===== src/rtl/fd_period_check.sv =====
// ---------------------------------------------------------------------------
// fd_period_check
//
// Receiving-end checker for a divided clock. div_in is sampled as data in the
// clk domain. The checker measures its rise-to-rise period in clk cycles and
// compares the period against DIV_RATIO +/- TOL. After LOCK_CNT consecutive
// good periods it asserts lock. It also flags fast, slow and stalled inputs.
//
// Optional build macro:
//   FD_PERIOD_CHECK_SYNC_EN - adds a two-flop synchronizer ahead of the
//                             sampling flop, so div_in may be asynchronous.
//                             Output latency grows by two cycles.
//
// Ports:
//   clk        in   single clock, all state updates on posedge
//   rst_n      in   asynchronous active-low reset
//   div_in     in   divided clock under test
//   lock       out  high while locked
//   period     out  last measured period (CNT_W bits)
//   period_vld out  one-cycle pulse when period updates
//   err_fast   out  one-cycle pulse, measured period below DIV_RATIO-TOL
//   err_slow   out  one-cycle pulse, measured period above DIV_RATIO+TOL
//   stall      out  one-cycle pulse when no rise is seen for TIMEOUT cycles
// ---------------------------------------------------------------------------
module fd_period_check #(
  parameter int DIV_RATIO = 4,
  parameter int TOL       = 0,
  parameter int LOCK_CNT  = 4,
  parameter int CNT_W     = 8,
  parameter int TIMEOUT   = 255
) (
  input  logic             clk,
  input  logic             rst_n,
  input  logic             div_in,
  output logic             lock,
  output logic [CNT_W-1:0] period,
  output logic             period_vld,
  output logic             err_fast,
  output logic             err_slow,
  output logic             stall
);

  typedef enum logic [1:0] {SEARCH, TRACK, LOCKED} state_t;

  // Tolerance bounds live at CNT_W+1 bits; the low bound clamps at zero.
  localparam int LO_INT = (DIV_RATIO > TOL) ? (DIV_RATIO - TOL) : 0;
  localparam int HI_INT = DIV_RATIO + TOL;
  localparam logic [CNT_W:0]   TOL_LO    = LO_INT[CNT_W:0];
  localparam logic [CNT_W:0]   TOL_HI    = HI_INT[CNT_W:0];
  localparam logic [CNT_W:0]   TIMEOUT_C = TIMEOUT[CNT_W:0];
  localparam logic [CNT_W-1:0] CNT_MAX   = {CNT_W{1'b1}};
  localparam logic [7:0]       MATCH_TGT = LOCK_CNT[7:0];

  state_t           state, state_nxt;
  logic             s, prev;
  logic [CNT_W-1:0] per_cnt;
  logic [7:0]       match_cnt, match_nxt;
  logic [CNT_W-1:0] period_nxt;
  logic             vld_nxt, fast_nxt, slow_nxt, stall_nxt;

  logic             rise;
  logic [CNT_W:0]   cnt_plus1;
  logic [CNT_W-1:0] measured;
  logic [CNT_W:0]   measured_ext;
  logic             in_tol;
  logic             timeout_hit;
  logic [7:0]       match_plus1;

`ifdef FD_PERIOD_CHECK_SYNC_EN
  logic sync1, sync2;

  // Two-flop synchronizer in front of the sampling flop.
  always_ff @(posedge clk or negedge rst_n) begin
    if (!rst_n) begin
      sync1 <= 1'b0;
      sync2 <= 1'b0;
      s     <= 1'b0;
      prev  <= 1'b0;
    end else begin
      sync1 <= div_in;
      sync2 <= sync1;
      s     <= sync2;
      prev  <= s;
    end
  end
`else
  always_ff @(posedge clk or negedge rst_n) begin
    if (!rst_n) begin
      s    <= 1'b0;
      prev <= 1'b0;
    end else begin
      s    <= div_in;
      prev <= s;
    end
  end
`endif

  assign rise         = s & ~prev;
  assign cnt_plus1    = {1'b0, per_cnt} + {{CNT_W{1'b0}}, 1'b1};
  assign measured     = (per_cnt == CNT_MAX) ? CNT_MAX : cnt_plus1[CNT_W-1:0];
  assign measured_ext = {1'b0, measured};
  assign in_tol       = (measured_ext >= TOL_LO) && (measured_ext <= TOL_HI);
  // A rise in the same cycle takes priority over the timeout.
  assign timeout_hit  = !rise && (cnt_plus1 == TIMEOUT_C);
  assign match_plus1  = match_cnt + 8'd1;

  // Cycles since the last rise. The counter runs in every state; SEARCH
  // simply ignores it.
  always_ff @(posedge clk or negedge rst_n) begin
    if (!rst_n) begin
      per_cnt <= '0;
    end else if (rise) begin
      per_cnt <= '0;
    end else if (per_cnt != CNT_MAX) begin
      per_cnt <= per_cnt + 1'b1;
    end
  end

  always_comb begin
    state_nxt  = state;
    match_nxt  = match_cnt;
    period_nxt = period;
    vld_nxt    = 1'b0;
    fast_nxt   = 1'b0;
    slow_nxt   = 1'b0;
    stall_nxt  = 1'b0;
    case (state)
      SEARCH: begin
        // The first rise only arms the measurement.
        if (rise) begin
          state_nxt = TRACK;
          match_nxt = 8'd0;
        end
      end
      TRACK, LOCKED: begin
        if (rise) begin
          period_nxt = measured;
          vld_nxt    = 1'b1;
          if (in_tol) begin
            if (state == TRACK) begin
              match_nxt = match_plus1;
              if (match_plus1 == MATCH_TGT) state_nxt = LOCKED;
            end
          end else begin
            match_nxt = 8'd0;
            fast_nxt  = (measured_ext < TOL_LO);
            slow_nxt  = (measured_ext >= TOL_LO);
            state_nxt = TRACK;
          end
        end else if (timeout_hit) begin
          stall_nxt = 1'b1;
          state_nxt = SEARCH;
          match_nxt = 8'd0;
        end
      end
      default: begin
        state_nxt = SEARCH;
        match_nxt = 8'd0;
      end
    endcase
  end

  always_ff @(posedge clk or negedge rst_n) begin
    if (!rst_n) begin
      state      <= SEARCH;
      match_cnt  <= 8'd0;
      lock       <= 1'b0;
      period     <= '0;
      period_vld <= 1'b0;
      err_fast   <= 1'b0;
      err_slow   <= 1'b0;
      stall      <= 1'b0;
    end else begin
      state      <= state_nxt;
      match_cnt  <= match_nxt;
      lock       <= (state_nxt == LOCKED);
      period     <= period_nxt;
      period_vld <= vld_nxt;
      err_fast   <= fast_nxt;
      err_slow   <= slow_nxt;
      stall      <= stall_nxt;
    end
  end

endmodule

===== config.mk =====
export PLATFORM = sky130hd
export DESIGN_NAME = fd_period_check
export DESIGN_NICKNAME = d
export VERILOG_FILES = /design/src/rtl/fd_period_check.sv
export SDC_FILE = /design/constraint.sdc
export NUM_CORES = 1
export LEC_CHECK = 0
export ABC_AREA = 1
export ABC_CLOCK_PERIOD_IN_PS = 2900
export BUFFER_PORTS_ARGS = -buffer_cell sky130_fd_sc_hd__buf_4
export CORE_MARGIN = 3
export CORE_UTILIZATION = 55
export DETAILED_ROUTE_END_ITERATION = 8
export GPL_TIMING_DRIVEN = 0
export PLACE_DENSITY = 0.81
export SETUP_SLACK_MARGIN = 0.5
export SLEW_MARGIN = 20
export SYNTH_ARGS = -nofsm -noshare
export SYNTH_HDL_FRONTEND = slang
export SYNTH_SLANG_ARGS = --single-unit

===== constraint.sdc =====
create_clock -name clk -period 2.9 [get_ports clk]
set_clock_uncertainty 0.1 [all_clocks]
set_input_delay 0.145 -clock clk [delete_from_list [all_inputs] [get_ports clk]]
set_output_delay 0.145 -clock clk [all_outputs]
set_load 0.05 [all_outputs]

==> Word level (Yosys, flattened, before mapping) <==
Cells that the tools add are included.
{ "totals": {"regBits": 33, "inputBits": 3, "wordCells": 64} }
{ "op_classes": {"n_addsub": 3, "n_lt_le_gt_ge": 3, "eq_ne": 10, "n_mux": 27, "bitwise_logic": 2, "reduce_logical": 8} }
{ "op_table": {"columns": ["op", "count"], "rows": [
  ["8-bit 2-to-1 mux", 8],
  ["8-bit by 1-bit adder with 8-bit output, second input constant", 2],
  ["8-bit case mux with 2 select lines", 1],
  ["2-bit 2-to-1 mux", 6],
  ["1-bit 2-to-1 mux", 11],
  ["8-bit by 1-bit adder with 9-bit output, second input constant", 1],
  ["9-bit by 8-bit == test with 1-bit output, second input constant", 1],
  ["8-bit by 3-bit == test with 1-bit output, second input constant", 1],
  ["8-bit == test, second input constant", 1],
  ["8-bit by 3-bit greater-or-equal comparator with 1-bit output, second input constant", 1],
  ["8-bit by 3-bit <= comparator with 1-bit output, second input constant", 1],
  ["8-bit by 3-bit < comparator with 1-bit output, second input constant", 1],
  ["8-bit inequality test, second input constant", 1],
  ["2-bit == test, second input constant", 2],
  ["4-bit inequality test, second input constant", 1],
  ["2-bit case mux with 2 select lines", 1],
  ["3-bit inequality test, second input constant", 1],
  ["3-bit AND reduction", 1],
  ["2-bit by 1-bit == test with 1-bit output, second input constant", 1],
  ["1-bit logical AND", 2],
  ["2-bit logical NOT", 1],
  ["2-bit inequality test, second input constant", 1],
  ["2-bit AND reduction", 1],
  ["2-bit nonzero test", 1],
  ["4 further kinds", 4]
]} }

==> Depth between registers and ports, before layout <==
Gate-level depths: netlist of run 1.
{ "logic_depth": {"depth_word": 8, "mapped_depth": 15, "mapped_depth_nobuf": 14} }

==> Least setup slack after synthesis of run 1 <==
Ideal clock, no wire load.
{ "synth_path": {"kind": "reg-to-reg", "start": "reg state[1]", "end": "reg period[2]", "arrival_ps": 1814, "path_slack_ps": 867, "path_stages_with_launch": 9, "n_path_buf": 2, "cell_sequence": "dfrtp_1 > inv_1 > ha_1 > clkbuf_1 > inv_1 > nor2_1 > buf_2 > nand2_1 > o21a_1"} }
{ "synth_between": {"elab_chain_len": 3, "word_cells_on_any_way": 4} }
{ "synth_lines": {"columns": ["item", "line", "rtl"], "rows": [
  ["start, declared", "54", "state_t state, state_nxt;"],
  ["start signal, assigned", "174", "state <= state_nxt;"],
  ["2-bit by 1-bit == test with 1-bit output or 2-bit == test (tied branches)", "127", "case (state)"],
  ["2-bit OR reduction *", "127", null],
  ["2-bit AND reduction (no source line) *", null, null],
  ["end signal, assigned", "177", "period <= period_nxt;"],
  ["end, declared", "36", "output logic [CNT_W-1:0] period,"]
]} }
Every way passes the cells marked *; elsewhere a longest branch is shown, timed or not.
A chain may end at the register's enable or synchronous reset.

==> Worst setup path after layout of run 1 <==
{ "layout_path": {"start": "reg state[1]", "end": "reg period[3]"} }
Same word-level chain as after synthesis.

==> results of run 1 <==
-- flip-flops by register name (all words and copies together), names as in the netlist --
name and cells:
prev 1, s 1, err_slow 1, state 2
stall 1, match_cnt 8, err_fast 1, period_vld 1
lock 1, per_cnt 8, period 8
-- cell usage after synthesis (2+ instances only) --
master and instances:
nand2_1 53, dfrtp_1 33, nor2_1 26, nand3_1 21, inv_1 19, nand2_2 10, a21oi_1 8, ha_1 7
nand4_1 7, o21ai_2 7, o21a_1 6, nor2_2 3, xor2_1 3, buf_2 2, clkbuf_1 2, clkinv_2 2
mux2_2 2, nor3_1 2, o21bai_1 2
-- worst max-delay path by stage --
stage / startpoint / end / slack [ns] / cells after the start
2_1_floorplan: state[1] / period[2] / 0.87 / 8
6_report: state[1] / period[3] / 0.73 / 8
4_1_cts: state[1] / period[3] / 0.55 / 8
5_1_grt: per_cnt[1] / match_cnt[7] / 0.56 / 15
3_3_place_gp: state[1] / period[2] / 0.52 / 8
3_5_place_dp: state[1] / period[3] / 0.46 / 8
-- critical path, stage by stage (launching register included) --
cell	delay, ns
dfrtp_1	0.45
inv_1	0.11
ha_1	0.28
clkbuf_2	0.22
inv_1	0.15
nor2_2	0.27
buf_2	0.28
nand2_1	0.09
o21a_1	0.11
-- layout make-up --
cell class / instances / area, um^2 / area share [%]
Clock buffer: 7 / 65.1 / 3.05
Tap cell: 44 / 55.1 / 2.58
Buffer: 6 / 43.8 / 2.06
Inverter: 22 / 85.1 / 3.99
Multi-Input combinational cell: 166 / 918 / 43.1
Clock inverter: 1 / 5.00 / 0.235
Sequential cell: 33 / 826 / 38.8
Timing Repair Buffer: 17 / 133 / 6.22
-- metal layers --
layer	vias to the layer above	part of all wire, %	GRT usage, %
met3	3	5.1	5.80
li1	780	-	-
met5	-	0	0
met2	34	45	32.5
met1	723	49	28.1
met4	0	0.95	8.44
-- power breakdown --
group / switching [mW] / leakage [nW] / internal [mW]
clock: 0.161 / 0.0413 / 0.140
sequential: 0.0643 / 0.431 / 0.545
combinational: 0.502 / 0.590 / 0.237
total: 0.728 / 1.06 / 0.922
-- repair_timing --
item / in CTS / in global routing
hold buffers: 2 / 0
pin swaps: 0 / 0
endpoints found under the setup margin: 3 / 11
hold endpoints to repair: 34 / 0
gates resized for setup: 1 / 3
-- stage by stage --
step,power [mW],hold slack (ns),worst slack (ns),cells
2_1_floorplan,1.15,-0.251,0.867,227
3_3_place_gp,1.33,0.00725,0.522,286
3_5_place_dp,1.35,0.00566,0.465,286
4_1_cts,1.65,0.161,0.549,296
5_1_grt,1.75,0.180,0.557,296
6_report,1.65,0.158,0.729,296
-- cell families after synthesis --
| logic type | synth area share (%) |
|---|---|
| flip-flops | 44.3 |
| XOR/XNOR | 1.88 |
| AO/OA/AOI/OAI | 9.19 |
| AND/OR/NAND/NOR | 31.9 |
| multiplexers | 1.21 |
| buffers and inverters | 6.84 |
| adder cells (fa/ha/maj) | 4.69 |
==> flow_metrics.env, run 1 <==
export IMPL_htreeDepth=2
export IMPL_drive_gt1_share_pct=22.6
export IMPL_hold_violations=0
export IMPL_post_route_min_period_ns=2.17
export IMPL_rsz0062_at_grt="no"
export IMPL_gp_congestion=0.906
export IMPL_syn_nets=237
export IMPL_ff2ff_setup_slack_ns=0.73
export IMPL_yosys_warnings=0
export IMPL_row_count=20
export IMPL_final_area_um2=2130
export IMPL_grt_max_degree=34
export IMPL_synth_top_area_cell="dfrtp_1"
export IMPL_fin_nets=261
export IMPL_cts_buffer_depth=2
export IMPL_wl_per_cell_um=12.8
export IMPL_initial_utilization_pct=59.2
export IMPL_vias_per_cell=5.20
export IMPL_cts_buffers=5
export IMPL_area_growth_pct=14.2
export IMPL_synth_seq_cells=33
export IMPL_numClockSinks=33
export IMPL_coreArea_um2=3150
export IMPL_grt_usage_pct=21.1
export IMPL_post_cts_setup_buffer_count=0
export IMPL_clk_pin_slew_ns=0.11
export IMPL_cp_arrival_ns=2.31
export IMPL_cts_tree="done"
export IMPL_status="complete, no violations"
export IMPL_power_leakage_nw=1.06
export IMPL_overflow=0
export IMPL_period_share_pct=74.9
export IMPL_r2r_start="state[1]"
export IMPL_worstMarginPinSlew_ns=0.450
export IMPL_totalWireLength_um=3780
export IMPL_die_h_um=64.2
export IMPL_die_area_um2=4130
export IMPL_r2r_cells=8
export IMPL_netlist_instances=227
export IMPL_timing_rr_end="period[3]"
export IMPL_synthFlopType="dfrtp_1"
export IMPL_fillCellCount=274
export IMPL_cts_root_buf="clkbuf_4"
export IMPL_final_util_pct=67.6
export IMPL_drv_slew=0
export IMPL_postRouteAntennaNets=0
export IMPL_synthArstFlopShare_pct=100
export IMPL_dpl_cell_area_um2=2030
export IMPL_worstPathRequired_ns=3.04
export IMPL_num_io_pins=16
export IMPL_drc=0
export IMPL_ir_worst_vdd_v=0.000784
export IMPL_synth_top_area_share_pct=44.3
export IMPL_drtIter0Drc=85
export IMPL_setup_tns_ns=0
export IMPL_synth_area_um2=1870
export IMPL_port_buffers=15
export IMPL_syn_mean_instance_area_um2=8.22
export IMPL_setup_viol=0
export IMPL_crit_path_end_kind="flip-flop"
export IMPL_antenna_found_initial=0
export IMPL_n_antenna_cell=0
export IMPL_grt_pass1_vias=1467
export IMPL_worstPathMaxFanout=10
export IMPL_final_cell_mix="53 x nand2_1, 33 x dfrtp_1, 25 x nor2_1"
export IMPL_drv_cap=0
export IMPL_dieWidth_um=64.2
export IMPL_startpoint_type="flip-flop"
export IMPL_max_slew_margin_rel_pct=70.0
export IMPL_synth_edf_count=0
export IMPL_dp_hpwl_um=2670
export IMPL_first_pass_iters=4
export IMPL_clock_latency_ns=0.35
export IMPL_synth_cell_types=31
export IMPL_powerDensity_nw_per_um2=774
export IMPL_ys_seq_area_share_pct=44.3
export IMPL_synth_area_leaders="dfrtp_1 44%, nand2_1 11%, nand3_1 5.6%, nor2_1 5.2%, ha_1 4.7%"
export IMPL_vias=1540
export IMPL_worst_setup_path_type="reg -> reg"
export IMPL_max_freq_mhz=461
export IMPL_grt_pass1_wl_um=6730
export IMPL_layout_commonest_cell="nand2_1"
export IMPL_worstHoldPathType="in -> async"
Note: power is estimated with default switching activity, not from simulation.
==> run 2, diff against run 1 <==
Settings changed: ABC_AREA 1 to 0, ABC_CLOCK_PERIOD_IN_PS 2900 to 2300, PLACE_DENSITY 0.81 to 0.82.
Clock period 2.9 ns to 2.3 ns, I/O delays scaled along.
==> run 2 against run 1 <==
The flow now finishes with violations (negative setup slack). Synthesized cell count is 22% lower. Flip-flop and latch count stayed put. Sequential share of layout area is 2.1 points lower. Largest cell class unchanged.
==> flow_metrics.env, run 2 <==
export IMPL_rsz0062_at_grt="yes"
export IMPL_cts_buffer_depth=2
export IMPL_clock_latency_ns=0.35
export IMPL_grt_pass1_wl_um=6350
export IMPL_row_count=19
export IMPL_startpoint_type="flip-flop"
export IMPL_netlist_instances=177
export IMPL_fin_nets=223
export IMPL_synth_cell_types=43
export IMPL_die_h_um=62.7
export IMPL_layout_commonest_cell="dfrtp_1"
export IMPL_gp_congestion=0.914
export IMPL_cts_root_buf="clkbuf_4"
export IMPL_grt_max_degree=34
export IMPL_drv_cap=0
export IMPL_area_growth_pct=28.5
export IMPL_timing_rr_end="lock"
export IMPL_vias_per_cell=5.71
export IMPL_ff2ff_setup_slack_ns=-0.10
export IMPL_synth_edf_count=0
export IMPL_r2r_start="per_cnt[1]"
export IMPL_final_cell_mix="28 x dfrtp_1, 27 x buf_4, 20 x nand2_1"
export IMPL_clk_pin_slew_ns=0.10
export IMPL_synth_seq_cells=33
export IMPL_wl_per_cell_um=15.5
export IMPL_p_total_mw=2.05
export IMPL_dp_hpwl_um=2510
export IMPL_cp_arrival_ns=2.55
export IMPL_worstPathMaxFanout=7
export IMPL_dieWidth_um=62.7
export IMPL_die_area_um2=3930
export IMPL_cts_tree="done"
export IMPL_port_buffers=15
export IMPL_num_io_pins=16
export IMPL_synth_top_area_cell="dfrtp_1"
export IMPL_max_freq_mhz=417
export IMPL_drc=0
export IMPL_postRouteAntennaNets=0
export IMPL_route_met2_wl_um=1910
export IMPL_top_layer="met4"
export IMPL_place_worst_setup_slack_ns=-0.160
export IMPL_drv_slew=0
export IMPL_worstPathRequired_ns=2.44
export IMPL_powerDensity_nw_per_um2=904
export IMPL_synthArstFlopShare_pct=100
export IMPL_syn_mean_instance_area_um2=9.98
export IMPL_n_antenna_cell=0
export IMPL_status="finished with violations"
export IMPL_whs_ns=0.133
export IMPL_coreArea_um2=2900
export IMPL_worstMarginPinSlew_ns=0.487
export IMPL_period_share_pct=104
export IMPL_crit_path_end_kind="flip-flop"
export IMPL_met1_length_um=1760
export IMPL_syn_nets=187
export IMPL_setup_viol=10
export IMPL_fin_ws_ns=-0.100
export IMPL_reg_largest_list="match_cnt: 8 flops, per_cnt: 8 flops, period: 8 flops"
export IMPL_antenna_found_initial=0
export IMPL_drtIter0Drc=88
export IMPL_power_leakage_nw=1.06
export IMPL_final_util_pct=78.3
export IMPL_drive_gt1_share_pct=37.4
export IMPL_worst_setup_path_type="reg -> reg"
export IMPL_ir_worst_vdd_v=0.000645
export IMPL_violations="negative setup slack"
export IMPL_vias=1461
export IMPL_grt_usage_pct=20.5
export IMPL_yosysMostFrequentCell="dfrtp_1"
export IMPL_worstHoldPathType="in -> async"
export IMPL_htreeDepth=2
export IMPL_synthFlopType="dfrtp_1"
export IMPL_grt_pass1_vias=1404
export IMPL_initial_utilization_pct=60.9
export IMPL_synth_area_um2=1770
export IMPL_cts_buffers=5
export IMPL_first_pass_iters=4
export IMPL_wl_met3_um=262
export IMPL_yosys_warnings=0
export IMPL_overflow=0
export IMPL_ys_seq_area_share_pct=46.7
export IMPL_numClockSinks=33
export IMPL_netlist_top_cells_count="33 x dfrtp_1, 21 x nand2_1, 16 x nor2_1"
export IMPL_setup_tns_ns=-0.606
export IMPL_max_slew_margin_rel_pct=67.5
export IMPL_totalWireLength_um=3980
export IMPL_synth_area_leaders="dfrtp_1 47%, ha_1 5.0%, nand2_1 4.5%, xnor2_1 4.0%, nor2_1 3.4%"
export IMPL_hold_violations=0
export IMPL_synth_top_area_share_pct=46.7
export IMPL_r2r_cells=8
export IMPL_post_route_min_period_ns=2.40
==> run 2: cell count changes in the layout (fill, tap and decap cells not counted), sizes merged, moves of 6 or more <==
cell / delta
buf: +13
inv: -15
nand2: -43
nand3: -14
nand4: -6
nor2: -14
o21a: -6
xnor2: +7
==> run 2: metrics by stage <==
stage,std cells,cell area [um^2]
floorplan,177,1800
global placement,234,1960
detailed placement,234,1960
CTS,248,2130
global route,256,2270
finish,256,2270
==> run 2: worst max-delay path by stage <==
stage,slack [ns],from,cells after the start,end
2_1_floorplan,0.02,per_cnt[0],8,match_cnt[0]
3_3_place_gp,-0.09,per_cnt[0],8,match_cnt[0]
3_5_place_dp,-0.16,state[1],7,lock
4_1_cts,-0.09,per_cnt[1],8,match_cnt[1]
5_1_grt,-0.20,per_cnt[1],9,lock
6_report,-0.10,per_cnt[1],8,lock
==> run 2: final cells by class <==
| cell class | instances | area (um^2) |
|---|---|---|
| Buffer | 6 | 56.3 |
| Clock buffer | 7 | 55.1 |
| Clock inverter | 1 | 30.0 |
| Fill cell | 191 | 631 |
| Inverter | 5 | 20.0 |
| Multi-Input combinational cell | 133 | 1000 |
| Sequential cell | 33 | 832 |
| Tap cell | 42 | 52.6 |
| Timing Repair Buffer | 29 | 223 |
==> run 2: cell families after synthesis <==
family | Yosys count | synth area share (%)
AOI/OAI and AO/OA | 37 | 15.2
xor gates and xnor gates | 11 | 5.45
adders and majority gates | 7 | 4.96
buffers and inverters | 11 | 3.68
DFF | 33 | 46.7
muxes | 2 | 1.20
and+or+nand+nor | 76 | 22.8
==> run 2: what timing repair did <==
action                     CTS  global route
pin swaps                    6             4
hold buffers                 2             0
hold endpoints to repair    34             0
setup endpoints to repair   20            22
buffers inserted             4             8
resized for setup           10            14
==> run 2: where the power goes <==
group / switching (mW) / internal, mW
combinational: 0.500 / 0.365
sequential: 0.0625 / 0.662
clock: 0.201 / 0.259
total: 0.764 / 1.29
==> run 2: critical path, stage by stage, from the launching register on <==
cell and delay, ns:
dfrtp_2 0.45, ha_4 0.17, buf_6 0.12, or2b_4 0.25
o22a_2 0.22, or4_4 0.47, a31oi_4 0.23, o41ai_4 0.11
and4_1 0.17
==> run 2: metal layers <==
metal	track usage, %	vias up
li1	-	694
met5	0	-
met2	32.8	51
met1	25.6	711
met3	6.12	5
met4	8.82	0
